### src/rtl/pulse_cmd_pkg.sv
// Shared constants, FSM state encoding and field clamp helper for the pulse command sequencer.
// Latency: n/a (declarations only).
// Backpressure: n/a.
package pulse_cmd_pkg;

    localparam logic [7:0] HDR       = 8'h07;
    localparam logic [7:0] ACK       = 8'hA5;
    localparam logic [7:0] NAK       = 8'hEE;
    localparam int         FRAME_LEN = 10;

    typedef enum logic [2:0] {
        IDLE,
        RECV,
        CHECK,
        APPLY,
        FIRE,
        REPLY
    } state_t;

    // Raise a 16-bit timing field to the generator's minimum usable value.
    function automatic logic [15:0] clamp_min(input logic [15:0] v, input logic [15:0] floor_v);
        return (v < floor_v) ? floor_v : v;
    endfunction

endpackage

### src/rtl/cmd_frame_assembler.sv
// Collects a 10-byte config frame, keeps a running XOR and an inter-byte timeout.
// Latency: frame_done is combinational on the b9 strobe; chk_ok/fields valid the cycle after.
// Backpressure: none; bytes are only taken while the FSM reports IDLE or RECV.
module cmd_frame_assembler
    import pulse_cmd_pkg::*;
#(
    parameter int TIMEOUT_CYC = 156_250
) (
    input  logic        i_clk,
    input  logic        i_rst,
    input  logic        i_rx_valid,
    input  logic [7:0]  i_rx_data,
    input  logic        i_in_idle,
    input  logic        i_in_recv,
    output logic        o_frame_done,
    output logic        o_chk_ok,
    output logic        o_abort,
    output logic [15:0] o_width1,
    output logic [15:0] o_width2,
    output logic [15:0] o_gap,
    output logic [1:0]  o_ch_en
);

    localparam int TW = $clog2(TIMEOUT_CYC + 1);

    logic [3:0]    r_cnt;
    logic [7:0]    r_buf [0:FRAME_LEN-1];
    logic [7:0]    r_xor;
    logic [TW-1:0] r_timer;

    logic w_start;
    logic w_store;

    assign w_start = i_in_idle && i_rx_valid && (i_rx_data == HDR);
    assign w_store = i_in_recv && i_rx_valid;

    assign o_frame_done = w_store && (r_cnt == 4'(FRAME_LEN - 1));
    // XOR over all ten bytes is zero exactly when b9 equals XOR of b0..b8.
    assign o_chk_ok     = (r_xor == 8'h00);
    assign o_abort      = i_in_recv && !i_rx_valid && (r_timer == TW'(TIMEOUT_CYC - 1));

    assign o_width1 = {r_buf[3], r_buf[4]};
    assign o_width2 = {r_buf[5], r_buf[6]};
    assign o_gap    = {r_buf[7], r_buf[8]};
    assign o_ch_en  = {r_buf[2][0], r_buf[1][0]};

    // Byte counter, running checksum and idle timer; timer restarts on every accepted byte.
    always_ff @(posedge i_clk or posedge i_rst) begin
        if (i_rst) begin
            r_cnt   <= 4'd0;
            r_xor   <= 8'h00;
            r_timer <= '0;
        end else if (w_start) begin
            r_cnt   <= 4'd1;
            r_xor   <= i_rx_data;
            r_timer <= '0;
        end else if (w_store) begin
            r_cnt   <= r_cnt + 4'd1;
            r_xor   <= r_xor ^ i_rx_data;
            r_timer <= '0;
        end else if (i_in_recv) begin
            r_timer <= r_timer + 1'b1;
        end
    end

    // Shadow buffer: header lands in slot 0, later bytes at the current count.
    always_ff @(posedge i_clk or posedge i_rst) begin
        if (i_rst) begin
            for (int i = 0; i < FRAME_LEN; i++) begin
                r_buf[i] <= 8'h00;
            end
        end else if (w_start) begin
            r_buf[0] <= i_rx_data;
        end else if (w_store) begin
            r_buf[r_cnt] <= i_rx_data;
        end
    end

endmodule

### src/rtl/pulse_cmd_sequencer.sv
// UART config-frame parser, atomic config commit and key/frame fire arbitration with ACK/NAK reply.
// Latency: b9 at cycle N -> commit at end of N+2, fire during N+3, tx_flag during N+4.
// Backpressure: commit stalls on gen_busy, reply stalls on tx_busy; rx bytes outside IDLE/RECV dropped.
module pulse_cmd_sequencer
    import pulse_cmd_pkg::*;
#(
    parameter int TIMEOUT_CYC = 156_250,
    parameter int MIN_VAL     = 4,
    parameter int DEF_VAL     = 5
) (
    input  logic        i_sys_clk,
    input  logic        i_sys_rst,
    input  logic [7:0]  i_rx_data,
    input  logic        i_rx_valid,
    input  logic        i_key_trig,
    input  logic        i_gen_busy,
    input  logic        i_tx_busy,
    output logic [15:0] o_pulse_width1,
    output logic [15:0] o_pulse_width2,
    output logic [15:0] o_pulse_gap,
    output logic [1:0]  o_ch_en,
    output logic        o_fire,
    output logic [7:0]  o_tx_data,
    output logic        o_tx_flag
);

    state_t      r_state;
    state_t      w_state_nxt;

    logic [15:0] r_width1;
    logic [15:0] r_width2;
    logic [15:0] r_gap;
    logic [1:0]  r_ch_en;
    logic        r_fire;
    logic        r_key_pend;
    logic [7:0]  r_tx_data;

    logic        w_frame_done;
    logic        w_chk_ok;
    logic        w_abort;
    logic [15:0] w_sh_width1;
    logic [15:0] w_sh_width2;
    logic [15:0] w_sh_gap;
    logic [1:0]  w_sh_ch_en;
    logic        w_commit;
    logic        w_key_ok;
    logic        w_key_fire;

    cmd_frame_assembler #(
        .TIMEOUT_CYC (TIMEOUT_CYC)
    ) u_asm (
        .i_clk        (i_sys_clk),
        .i_rst        (i_sys_rst),
        .i_rx_valid   (i_rx_valid),
        .i_rx_data    (i_rx_data),
        .i_in_idle    (r_state == IDLE),
        .i_in_recv    (r_state == RECV),
        .o_frame_done (w_frame_done),
        .o_chk_ok     (w_chk_ok),
        .o_abort      (w_abort),
        .o_width1     (w_sh_width1),
        .o_width2     (w_sh_width2),
        .o_gap        (w_sh_gap),
        .o_ch_en      (w_sh_ch_en)
    );

    // A strobe already in flight also holds off the commit, so a key fire issued
    // from CHECK can never be followed by the frame fire on the very next cycle.
    assign w_commit   = (r_state == APPLY) && !i_gen_busy && !r_fire;
    assign w_key_ok   = !i_gen_busy && (r_state != APPLY) && (r_state != FIRE) && !r_fire;
    assign w_key_fire = w_key_ok && (i_key_trig || r_key_pend);

    // State register.
    always_ff @(posedge i_sys_clk or posedge i_sys_rst) begin
        if (i_sys_rst) begin
            r_state <= IDLE;
        end else begin
            r_state <= w_state_nxt;
        end
    end

    // Next-state logic.
    always_comb begin
        w_state_nxt = r_state;
        case (r_state)
            IDLE:    if (i_rx_valid && (i_rx_data == HDR)) w_state_nxt = RECV;
            RECV: begin
                if (w_frame_done)  w_state_nxt = CHECK;
                else if (w_abort)  w_state_nxt = IDLE;
            end
            CHECK:   w_state_nxt = w_chk_ok ? APPLY : REPLY;
            APPLY:   if (w_commit) w_state_nxt = FIRE;
            FIRE:    w_state_nxt = REPLY;
            REPLY:   if (!i_tx_busy) w_state_nxt = IDLE;
            default: w_state_nxt = IDLE;
        endcase
    end

    // Committed config: all fields change together on the commit edge.
    always_ff @(posedge i_sys_clk or posedge i_sys_rst) begin
        if (i_sys_rst) begin
            r_width1 <= 16'(DEF_VAL);
            r_width2 <= 16'(DEF_VAL);
            r_gap    <= 16'(DEF_VAL);
            r_ch_en  <= 2'b11;
        end else if (w_commit) begin
            r_width1 <= clamp_min(w_sh_width1, 16'(MIN_VAL));
            r_width2 <= clamp_min(w_sh_width2, 16'(MIN_VAL));
            r_gap    <= clamp_min(w_sh_gap, 16'(MIN_VAL));
            r_ch_en  <= w_sh_ch_en;
        end
    end

    // Fire arbitration: frame commit and key requests share one strobe; a key
    // arriving on the commit cycle is absorbed into the frame fire.
    always_ff @(posedge i_sys_clk or posedge i_sys_rst) begin
        if (i_sys_rst) begin
            r_fire     <= 1'b0;
            r_key_pend <= 1'b0;
        end else begin
            r_fire <= w_commit || w_key_fire;
            if (w_key_fire) begin
                r_key_pend <= 1'b0;
            end else if (i_key_trig && !w_commit) begin
                r_key_pend <= 1'b1;
            end
        end
    end

    // Reply byte: NAK chosen on a bad checksum, ACK once the frame has fired.
    always_ff @(posedge i_sys_clk or posedge i_sys_rst) begin
        if (i_sys_rst) begin
            r_tx_data <= 8'h00;
        end else if ((r_state == CHECK) && !w_chk_ok) begin
            r_tx_data <= NAK;
        end else if (r_state == FIRE) begin
            r_tx_data <= ACK;
        end
    end

    assign o_pulse_width1 = r_width1;
    assign o_pulse_width2 = r_width2;
    assign o_pulse_gap    = r_gap;
    assign o_ch_en        = r_ch_en;
    assign o_fire         = r_fire;
    assign o_tx_data      = r_tx_data;
    assign o_tx_flag      = (r_state == REPLY) && !i_tx_busy;

endmodule

### config.mk
export PLATFORM = sky130hd
export DESIGN_NAME = pulse_cmd_sequencer
export DESIGN_NICKNAME = d
export VERILOG_FILES = /design/src/rtl/pulse_cmd_pkg.sv /design/src/rtl/cmd_frame_assembler.sv /design/src/rtl/pulse_cmd_sequencer.sv
export SDC_FILE = /design/constraint.sdc
export NUM_CORES = 1
export LEC_CHECK = 0
export CAP_MARGIN = 20
export CORE_ASPECT_RATIO = 0.8
export CORE_UTILIZATION = 40
export CTS_CLUSTER_SIZE = 28
export DETAILED_ROUTE_END_ITERATION = 6
export GPL_TIMING_DRIVEN = 0
export HOLD_SLACK_MARGIN = 0.1
export MAX_ROUTING_LAYER = met4
export SLEW_MARGIN = 20
export SYNTH_ARGS = -nofsm -noshare
export SYNTH_HDL_FRONTEND = slang
export SYNTH_SLANG_ARGS = --single-unit
export TNS_END_PERCENT = 50
### constraint.sdc
create_clock -name i_sys_clk -period 5.5 [get_ports i_sys_clk]
set_input_delay 1.1 -clock i_sys_clk [delete_from_list [all_inputs] [get_ports i_sys_clk]]
set_output_delay 1.1 -clock i_sys_clk [all_outputs]
set_load 0.005 [all_outputs]
==> metrics.txt, run 1 <==
IO Pins between 70 and 80; r2r worst-path depth 7; Setup Crit Path Kind input port to output pin; Synth cell types 59; global-route wire length before repair around 24000 µm; Via Count between 4000 and 5000; CTS Buffer Depth 2; top sig layer met4; Avg Cell Area, Syn 10.64 µm²; Worst path depth 3; die width roughly 140 µm; Max VDD drop 0.0002395 V; Worst Setup EP o_tx_flag; Min-Delay Path Class flip-flop to flip-flop; Critical R2R Launch r_state[1]; n_diodes 0; Syn-to-layout area delta 24.49%; Routed Antenna Nets 0; # setup viols final 0; Cell Pwr Density 338.8 mW/mm²; Post-Syn Instances 576; Post-synth EDFFs 0; final worst slack 2.190 ns; clk root buf clkbuf_16; period utilisation layout 0.6018; DR WL/cell 17.02 µm; met3 WL 606 µm; CP max stage delay around 0.5 ns; # H-tree levels 4; hold_ws about 0.46 ns; Top FF cell, synth dfrtp_1; DR iter-0 viols roughly 340; CTS clk-pin slew, worst paths 0.06 ns; max_slew headroom 0.5200; Critical Path AT 2.21 ns; outcome complete, no violations; antenna violations before repair 0; Worst Tran Pin Value between 0.7 and 0.8 ns; synthesized area just over 0.006 mm²; Nets 683; Clock Latency Late Sink 0.43 ns; Port Buf Inserts 67; clock skew 0.009566 ns; DRC viols 0; CP startpoint i_tx_busy; total track usage 0.2085; Routability Congestion 0.8850; crit path cell chain clkdlybuf4s50_1 > nor2_1 > clkdlybuf4s50_1; vias per cell between 5 and 6; critical path data required time between 4 and 5 ns; Core Footprint 0.01501 mm²; grt total ovfl 0; final wirelength 14710 µm; crit path max fanout 3; flop2flop setup slack 3.35 ns; Final Hold Fails 0; CP max stage cell clkdlybuf4s50_1; clock buffer count from CTS 17; RSZ-0062 raised after global routing false; #FFs+latches synth roughly 140; hold_buf cts 0; TritonRoute pass-1 iters 5; Place WS between 2 and 2.5 ns; vias in the first global route 4542; Post-DP HPWL 9848 µm; layout cells sized above 1 0.1467; die area 0.01583 mm²; minimum clock period roughly 3.3 ns; CTS tree done; Fmax 0.3021 GHz; crit path buf inv count 2; Syn Nets slightly below 600; M1 wire length 7358 µm; sequential area share after synthesis 0.5650; crit end category output pin; Initial Util 0.4083; most used cell, CP clkdlybuf4s50_1; Warnings, synthesis 0; met2 WL 6594 µm; Post-CTS Setup Bufs 0; Die Y 112.7 µm; post-cts sizing count 0; clk sinks 138; Post-synth ARST share 1.000; delay-heaviest family, CP buffers and inverters; RR Endpoint o_pulse_width2[5]; largest net degree at the start of global routing 91; Setup crit start kind input port; Pleak 3.651 nW; fin. max-slew vios 0; Max-Cap Viols 0; # rows 40
-- logic make-up (layout without fill, tap and decap cells) --
| logic type | Yosys count | in the layout | synth area share |
|---|---|---|---|
| AO/OA/AOI/OAI | 71 | 71 | 0.07818 |
| XOR/XNOR | 7 | 7 | 0.01000 |
| adder cells (fa/ha/maj) | 6 | 6 | 0.01225 |
| buffers and inverters | 50 | 149 | 0.03940 |
| flip-flops | 138 | 138 | 0.5650 |
| multiplexers | 51 | 51 | 0.09288 |
| other | 1 | 1 | 0.0006118 |
| AND/OR/NAND/NOR | 252 | 252 | 0.2017 |
-- synthesized netlist by cell type, types with 5 or more instances --
master | count | area share
a21oi_1 | 17 | 0.014
a22o_1 | 6 | 0.0086
a31oi_1 | 7 | 0.0071
a32o_1 | 5 | 0.0082
buf_2 | 12 | 0.0098
buf_4 | 8 | 0.0098
clkbuf_1 | 14 | 0.0086
dfrtp_1 | 130 | 0.53
dfstp_2 | 8 | 0.034
ha_1 | 6 | 0.012
inv_1 | 14 | 0.0086
mux2_1 | 24 | 0.044
mux2_2 | 23 | 0.042
nand2_1 | 148 | 0.091
nand3_1 | 12 | 0.0098
nand4_1 | 10 | 0.010
nor2_1 | 21 | 0.013
nor3_1 | 6 | 0.0049
nor4_1 | 7 | 0.0071
o21ai_0 | 15 | 0.012
o31ai_1 | 10 | 0.012
or4_1 | 11 | 0.013
xor2_1 | 7 | 0.010
-- where the power goes --
group	total, mW	switching [mW]	internal (mW)
clock network	1.08	0.416	0.666
logic	0.290	0.165	0.126
registers	1.21	0.0941	1.12
total	2.59	0.675	1.91
-- how the worst min path moves through the flow --
stage | start | to | slack [ns] | cells past startpoint
3_5_place_dp | o_ch_en[0] | o_ch_en[0] | 0.46 | 2
4_1_cts | o_ch_en[0] | o_ch_en[0] | 0.46 | 2
2_1_floorplan | u_asm.o_ch_en[0] | o_ch_en[0] | 0.43 | 2
6_report | o_ch_en[0] | o_ch_en[0] | 0.46 | 2
3_3_place_gp | o_ch_en[1] | o_ch_en[1] | 0.45 | 2
5_1_grt | o_ch_en[0] | o_ch_en[0] | 0.48 | 2
-- worst reg2reg max path: stages (launching register included) --
cell and delay, ns:
dfrtp_1 0.44, buf_2 0.24, nor2b_1 0.31, nand3_1 0.34
buf_2 0.32, buf_2 0.22, nand2_1 0.10, nand2_1 0.07
-- metrics by stage --
| step | total power [mW] | util | cells | instance area [µm²] | TNS (ns) |
|---|---|---|---|---|---|
| 3_5_place_dp | 1.517 | 0.4710 | 833 | 7072 | 0 |
| 2_1_floorplan | 1.415 | - | 576 | 6130 | 0 |
| 4_1_cts | 2.608 | 0.5083 | 864 | 7631 | 0 |
| 6_report | 2.585 | 0.5083 | 864 | 7631 | 0 |
| 3_3_place_gp | 1.497 | 0.4687 | 832 | 7037 | -151.99 |
| 5_1_grt | 2.707 | 0.5083 | 864 | 7631 | 0 |
-- placed cells by master, fill, tap and decap left out, types with 7 or more instances in the layout --
cell type,n
o31ai_1,10
nor2_1,21
nand2_1,148
inv_1,13
a21oi_1,17
nand4_1,10
clkdlybuf4s50_1,67
o21ai_0,15
or4_1,11
xor2_1,7
mux2_1,24
buf_2,12
dfstp_2,8
clkbuf_16,17
dfrtp_1,130
nor4_1,7
buf_4,8
nand3_1,12
a31oi_1,7
clkbuf_1,18
mux2_2,23
-- cell type report --
class	count	area, µm²
sequential	138	3463
tap	189	236.5
timing repair buffer	68	698.2
buffer	36	188.9
clock buffer	25	495.5
multi-input combinational	388	2425
inverter	14	60.06
fill	1338	7383
clock inverter	6	63.81
-- registers in the layout, indices dropped and copies added, names as in the netlist, 2 cells and up --
| register | flops |
|---|---|
| o_ch_en | 2 |
| o_pulse_gap | 16 |
| o_pulse_width1 | 16 |
| o_pulse_width2 | 16 |
| o_tx_data | 3 |
| r_state | 3 |
| u_asm.o_ch_en | 2 |
| u_asm.o_gap | 16 |
| u_asm.o_width1 | 16 |
| u_asm.o_width2 | 16 |
| u_asm.r_cnt | 4 |
| u_asm.r_timer | 18 |
| u_asm.r_xor | 8 |
-- metal layers --
layer  vias to the layer above  global-route usage
met5                         -                   -
met4                         0             0.06593
met3                        13             0.04951
met2                       112              0.3017
met1                      2268              0.2897
li1                       2170                   -
Power figures use the tool's default switching activity.
==> inputs of run 2 (changes only) <==
clock period = 2.7 ns   (was 5.5 ns; I/O delays follow)
==> metrics.txt, run 2 (same netlist as run 1, synthesis figures left out) <==
outcome complete, no violations; period utilisation layout 0.9329; hold_buf cts 0 (unchanged); critical path data required time 2.16 ns (-2.24 ns); hold_ws 0.4277 ns (-0.03114 ns); Place WS 0.06429 ns (-2.138 ns); Critical Path AT 1.98 ns (-0.23 ns); Pleak 3.718 nW (+1.8%); most common cell after layout, fill and taps aside nand2_1; r2r worst-path depth 6 (-1); Port Buf Inserts 67 (unchanged); non-filler cells, final 867 (+0.35%); final wirelength 14640 µm (-0.47%); Routed Antenna Nets 0 (unchanged); DRC viols 0 (unchanged); DR WL/cell 16.88 µm (-0.81%); CP max stage delay 0.51 ns (about the same); Cell Area, Placed 0.007128 mm² (+0.80%); Min-Delay Path Class input port to flip-flop; clock buffer count from CTS 17 (unchanged); fin. max-slew vios 0 (unchanged); die area 0.01583 mm² (unchanged); final worst slack 0.1813 ns (-2.009 ns); RSZ-0062 raised after global routing false; DR iter-0 viols 292 (-14%); grt total ovfl 0 (unchanged); Final Hold Fails 0 (unchanged); crit path cell chain buf_2 > nor2b_2 > nand2_1 > nor2_1 > clkdlybuf4s50_1; commonest cells after routing, fill and taps aside nand2_1, dfrtp_1, clkdlybuf4s50_1; layout cells sized above 1 0.1519 (+0.005251); Setup Crit Path Kind flip-flop to output pin; vias in the first global route 4653 (+2.4%); fin util 0.5179 (+0.009667); CTS Buffer Depth 2 (unchanged); delay-heaviest family, CP buffers and inverters; Worst Tran Pin Value 0.7953 ns (+0.07918 ns); Via Count 4552 (-0.24%); Nets 685 (+0.29%); Syn-to-layout area delta 26.86%; IO Pins 74 (unchanged); CTS tree done; Biggest register u_asm.r_timer; Max-Cap Viols 0 (unchanged); crit end category output pin; filler cell count 1328 (-0.75%); # setup viols final 0 (unchanged); global-route wire length before repair 24320 µm (+0.23%); Routability Congestion 0.8657 (-2.2%); Post-DP HPWL 10070 µm (+2.3%); design area 0.007776 mm² (+1.9%); max_slew headroom 0.4669 (-0.05307); die width 140.4 µm (unchanged); largest net degree at the start of global routing 37 (-59%); TritonRoute pass-1 iters 5 (unchanged); Max VDD drop 0.0004563 V (+90%); Fmax 0.3970 GHz; antenna violations before repair 0 (unchanged); hold depth 2 (unchanged); Clock Latency Late Sink 0.42 ns (about the same); Worst path depth 5 (+2); crit path max fanout 10 (+7); # rows 40 (unchanged); total track usage 0.2070 (-0.001571); placed cell count 836 (+0.36%); Initial Util 0.4083 (unchanged); CTS clk-pin slew, worst paths 0.06 ns (about the same); n_diodes 0 (unchanged); clk root buf clkbuf_16; minimum clock period between 2 and 3 ns; Core Footprint 0.01501 mm² (unchanged); clock skew 0.008229 ns (-0.001336 ns); Cell Pwr Density 725.8 mW/mm² (+110%); crit path buf inv count 2 (unchanged); # H-tree levels 4 (unchanged); CP max stage cell clkdlybuf4s50_1; clk sinks 138 (unchanged); max FFs per register 18 (unchanged); Die Y 112.7 µm (unchanged); Setup crit start kind flip-flop; vias per cell 5.250 (-0.59%)
[run 2: cell types whose count changed in the layout (fill, tap and decap cells not counted)]
| cell | change |
|---|---|
| clkinvlp_4 | -1 |
| nor2b_1 | -1 |
| clkinv_2 | -1 |
| bufinv_16 | +4 |
| nor2b_2 | +1 |
| clkbuf_8 | -1 |
| buf_12 | +3 |
| inv_8 | -1 |
[run 2: path summary, 6_finish.rpt]
path                                    from            endpoint  slack, ns
worst max-delay path              r_state[2]           o_tx_flag       0.18
worst min-delay path            i_rx_data[4]   u_asm.o_width2[4]       0.43
worst max register to register    r_state[1]   o_pulse_width2[3]       0.52
worst min register to register    o_ch_en[1]          o_ch_en[1]       0.46
max in group asynchronous          i_sys_rst      o_pulse_gap[0]       1.29
min in group asynchronous          i_sys_rst  u_asm.o_width1[11]       0.56
[run 2: through the flow]
stage | TNS (ns) | power, mW
final | 0 | 5.644
after global routing | 0 | 5.892
after CTS | 0 | 5.693
after detailed placement | 0 | 3.111
after global placement | -98.66 | 3.051
after floorplan | 0 | 2.882
[run 2: per-layer routing]
layer	GRT usage	routed length, µm
met5	-	0
met4	0.05275	136
met3	0.05121	713
met2	0.2923	6443
met1	0.2968	7344
[run 2: layout make-up]
type / instances / area, µm² / share of cell area
Buffer: 35 / 185.2 / 0.02381
Sequential cell: 138 / 3463 / 0.4454
Multi-Input combinational cell: 388 / 2427 / 0.3121
Clock buffer: 25 / 485.5 / 0.06243
Timing Repair Buffer: 71 / 758.2 / 0.09751
Tap cell: 189 / 236.5 / 0.03041
Clock inverter: 7 / 163.9 / 0.02108
Inverter: 14 / 56.30 / 0.007241
[run 2: power breakdown]
| part | internal [mW] | leakage, nW | switching [mW] |
|---|---|---|---|
| logic | 0.265 | 1.55 | 0.344 |
| registers | 2.28 | 1.85 | 0.190 |
| clock network | 1.71 | 0.316 | 0.852 |
[run 2: timing repair]
action | in CTS | in global routing
gates resized for setup | 0 | 1
setup buffers | 0 | 0
endpoints found under the setup margin | 0 | 1
